## src/rtl/rr_arb_pkg.sv

```systemverilog
// rtl/rr_arb_pkg.sv - shared constants and state encoding for the 8-way round-robin bus arbiter
package rr_arb_pkg;

    localparam int N_REQ = 8;
    localparam int SEL_W = 3;

    localparam logic [0:0] ST_IDLE = 1'b0;
    localparam logic [0:0] ST_BUSY = 1'b1;

    function automatic logic [N_REQ-1:0] onehot(input logic [SEL_W-1:0] i);
        return N_REQ'(1) << i;
    endfunction

endpackage

```

## src/rtl/rr_pick8.sv

```systemverilog
// rtl/rr_pick8.sv - combinational round-robin picker: first set req bit at or after start, wrapping
module rr_pick8
    import rr_arb_pkg::*;
(
    input  logic [N_REQ-1:0] req,
    input  logic [SEL_W-1:0] start,
    output logic             found,
    output logic [SEL_W-1:0] idx
);

    logic [2*N_REQ-1:0] dbl;
    logic [N_REQ-1:0]   rot;
    logic [SEL_W-1:0]   enc;

    always_comb begin
        // rot[i] = req[(i + start) mod 8], so the lowest set bit of rot is the winner
        dbl   = {req, req};
        rot   = N_REQ'(dbl >> start);
        found = |rot;
        enc   = '0;
        for (int i = N_REQ - 1; i >= 0; i--) begin
            if (rot[i]) begin
                enc = SEL_W'(i);
            end
        end
        idx = enc + start;
    end

endmodule

```

## src/rtl/rr_bus_arbiter8.sv

```systemverilog
// rtl/rr_bus_arbiter8.sv - round-robin arbiter for 8 requesters on a shared 16-bit bus with burst limit
module rr_bus_arbiter8
    import rr_arb_pkg::*;
#(
    parameter int MAX_BURST = 4,
    parameter int CNT_W     = 8
) (
    input  logic             clk,
    input  logic             rst,
    input  logic [N_REQ-1:0] req,
    input  logic             out_ready,
    output logic [SEL_W-1:0] sel,
    output logic [N_REQ-1:0] gnt,
    output logic             out_valid,
    output logic [N_REQ-1:0] ack,
    output logic             busy
);

    localparam logic [CNT_W-1:0] BEAT_LAST = CNT_W'(MAX_BURST - 1);

    logic [0:0]       state;
    logic [SEL_W-1:0] last;
    logic [CNT_W-1:0] beat_cnt;
    logic             found;
    logic [SEL_W-1:0] pick;
    logic             owner_req;
    logic             transfer;
    logic             rel;

    rr_pick8 u_pick (
        .req   (req),
        .start (last + SEL_W'(1)),
        .found (found),
        .idx   (pick)
    );

    assign busy      = (state == ST_BUSY);
    assign owner_req = req[sel];
    // Gated by rst so a burst aborted by reset never reports a transfer in that cycle
    assign out_valid = busy & owner_req & ~rst;
    assign transfer  = out_valid & out_ready;
    assign ack       = transfer ? gnt : '0;
    assign rel       = (transfer && (beat_cnt == BEAT_LAST)) || !owner_req;

    always_ff @(posedge clk) begin
        if (rst) begin
            state    <= ST_IDLE;
            gnt      <= '0;
            sel      <= '0;
            last     <= SEL_W'(N_REQ - 1);
            beat_cnt <= '0;
        end else if (state == ST_IDLE) begin
            if (found) begin
                state    <= ST_BUSY;
                sel      <= pick;
                gnt      <= onehot(pick);
                last     <= pick;
                beat_cnt <= '0;
            end
        end else begin
            if (rel) begin
                // Re-arbitrate in the release cycle; the current owner is searched last
                if (found) begin
                    sel      <= pick;
                    gnt      <= onehot(pick);
                    last     <= pick;
                    beat_cnt <= '0;
                end else begin
                    state <= ST_IDLE;
                    gnt   <= '0;
                end
            end else if (transfer) begin
                beat_cnt <= beat_cnt + CNT_W'(1);
            end
        end
    end

endmodule

```

## config.mk

```make
export PLATFORM = sky130hd
export DESIGN_NAME = rr_bus_arbiter8
export DESIGN_NICKNAME = d
export VERILOG_FILES = /design/src/rtl/rr_arb_pkg.sv /design/src/rtl/rr_pick8.sv /design/src/rtl/rr_bus_arbiter8.sv
export SDC_FILE = /design/constraint.sdc
export NUM_CORES = 1
export LEC_CHECK = 0
export ABC_AREA = 1
export CAP_MARGIN = 20
export CORE_ASPECT_RATIO = 2
export CORE_UTILIZATION = 56
export CTS_CLUSTER_DIAMETER = 60
export DETAILED_ROUTE_END_ITERATION = 6
export HOLD_SLACK_MARGIN = 0.06
export PLACE_DENSITY = 0.85
export SLEW_MARGIN = 20
export SYNTH_ARGS = -nofsm -noshare
export SYNTH_HDL_FRONTEND = slang
export SYNTH_SLANG_ARGS = --single-unit
```

## constraint.sdc

```tcl
create_clock -name clk -period 6.6 [get_ports clk]
set_input_delay 0.66 -clock clk [delete_from_list [all_inputs] [get_ports clk]]
set_output_delay 0.66 -clock clk [all_outputs]
set_load 0.02 [all_outputs]
```

==> qor.csv <==
metric,value,unit
period_minus_slack,3470,ps
critPathRequiredTime,5940,ps
num_io_pins,32,
post_cts.repair.setup_buffers,0,
setup.worst_path.start_class,primary input,
fillers,272,
fin_tns_setup,0,ps
drive_gt1_frac,0.120,
min_path_type,flip-flop to flip-flop,
clk_latency,270,ps
cts_hold_buf,0,
wl_per_cell,12.5,um
path_clk_slew,90,ps
fmax,288,MHz
hpwl,3340,um
globalRouteOverflowTotal,0,
finalSetupViolCount,0,
drv_cap,0,
ir_drop,0.000482,V
relSlewSlack,0.372,
vias,1814,
crit_fanout,10,
status,finished clean,
fp.dieArea,3300,um2
syn_to_final_growth,21.4,%
p_per_area,533,nW/um2
worstSetupStartpoint,req[4],
rsz0062_at_grt,no,
reg2reg_slack,3130,ps
cts_root_buf,clkbuf_8,
final-max-slew-violation-count,0,
antenna_found_initial,0,
worst_slew_pin_slew,939,ps
synth_fp_nets,285,
p_leak,0.912,nW
yosysSeqAreaShare,0.269,
final_util,0.707,
remaining_drc_errors,0,
synthDistinctLibCells,30,
core-area,2940,um2
clock_skew,8.85,ps
hold_start,beat_cnt[7],
crit_end,ack[5],
rows,28,
grt_pass1_wl,6620,um
multiInputGateArea,1100,um2
cts_buffer_depth,2,
avgViaCountPerCell,5.48,
tritoncts,built,
first_iter_violations,26,
routabilityCongestion,0.822,
grt_max_degree,23,
grt_pass1_vias,1669,
first_pass_iters,4,
postRouteAntennaNets,0,
totalWireLength,4130,um
cts_resized,0,
layout.nets,317,
cp.arrival,2810,ps
ys.warnings.count,0,
fin_crit_sh,0.526,
r2r_cells,19,
rr_endpoint,gnt[4],
netlist_area,1710,um2
fp.dieH,80.2,um
grt_usage,0.282,
seqCellArea,460,um2
hold_viol,0,
initial_core_util,0.582,
htreeDepth,1,
antenna_cells,0,
cts_made_buffers,3,
ys_seq_elements,23,
cts_sinks,23,
synth_area_per_cell,6.34,um2
portBuffers,31,
endpoint_kind,output pin,
rr_startpoint,last[0],
synth_cells,270,
worst-setup-path-type,primary input to output pin,
die_x,41.1,um
==> logic make-up (layout without fill, tap and decap cells) <==
group,count (synthesis),after routing,share of synthesized area
and+or+nand+nor,168,168,0.456
xor gates and xnor gates,6,6,0.0307
adders and majority gates,4,4,0.0336
buffers and inverters,36,67,0.0906
DFF,23,23,0.269
AOI/OAI and AO/OA,33,33,0.121
==> stage by stage <==
stage          hold slack (ps)  setup WS [ps]  instances  cell area, um2  total power [mW]
6_report                   479           3130        331            2080              1.11
5_1_grt                    510           2800        331            2080              1.22
4_1_cts                    483           3140        331            2080              1.11
3_5_place_dp               470           3000        327            2030              1.02
3_3_place_gp               450           3110        327            2030              1.00
2_1_floorplan              441           3690        270            1710             0.853
==> cell usage in the layout, fill, tap and decap left out, types with 2 or more instances in the layout <==
master	synthesis	routed
o21ai_0	5	5
a21oi_2	5	5
inv_1	25	25
inv_4	2	2
nor2_1	25	25
ha_1	3	3
nand2_1	97	97
nand2_4	5	5
nand3b_2	2	2
clkdlybuf4s50_1	0	31
o211ai_1	2	2
nand2_2	8	8
dfxtp_1	23	23
nor2_8	2	2
nand3_1	25	25
xor2_1	5	5
a21oi_1	16	16
clkbuf_8	0	3
inv_2	5	5
==> how the worst min path moves through the flow <==
stage | slack, ps | depth (start not counted) | to
CTS | 480 | 2 | beat_cnt[7]
finish | 480 | 2 | beat_cnt[7]
floorplan | 440 | 2 | beat_cnt[7]
global route | 510 | 2 | beat_cnt[7]
detailed placement | 470 | 2 | beat_cnt[7]
global placement | 450 | 2 | beat_cnt[7]
==> synthesized netlist by cell type (all sizes together) <==
cell type / count / area, um2
nand2: 110 / 470
inv: 32 / 125
nor2: 29 / 151
nand3: 25 / 125
dfxtp: 23 / 460
a21oi: 21 / 124
o21ai: 6 / 30.0
xor2: 5 / 43.8
ha: 3 / 37.5
buf: 2 / 22.5
clkbuf: 2 / 7.51
nand3b: 2 / 22.5
o211ai: 2 / 15.0
a21boi: 1 / 7.51
fa: 1 / 20.0
nand4: 1 / 6.26
nor3: 1 / 5.00
o211a: 1 / 10.0
o21bai: 1 / 7.51
o31ai: 1 / 12.5
xnor2: 1 / 8.76
==> routing by layer <==
layer  GRT usage  routed length [um]
met5           0                   0
met4       0.135                 140
met1       0.248                1460
met3      0.0193                  79
met2       0.552                2450
==> cell type report <==
type | instances | area share
inverter | 32 | 0.0602
sequential | 23 | 0.221
clock inverter | 1 | 0.00361
multi-input combinational | 211 | 0.528
clock buffer | 3 | 0.0199
timing repair buffer | 31 | 0.149
tap | 30 | 0.0181
==> sequential cells by signal, indices dropped and copies added (netlist names) <==
| register | flops |
|---|---|
| sel | 3 |
| last | 3 |
| beat_cnt | 8 |
| busy | 1 |
| gnt | 8 |
==> critical path, cell delays in order <==
cell and delay (ps):
clkdlybuf4s50_1 510, nor2_1 50, nor2_1 130, o21ai_0 100
nand2_1 80, nand2_1 50, nand2_1 100, nand2_1 90
nor2_2 150, nand2_4 150, nor2_1 120, clkdlybuf4s50_1 610
==> power breakdown <==
group / leakage, nW / switching (mW) / internal [mW]
clock network: 0.0217 / 0.0475 / 0.0428
registers: 0.188 / 0.0277 / 0.167
logic: 0.703 / 0.541 / 0.282
total: 0.912 / 0.617 / 0.492
No activity file was read; power rests on OpenSTA's default activity.
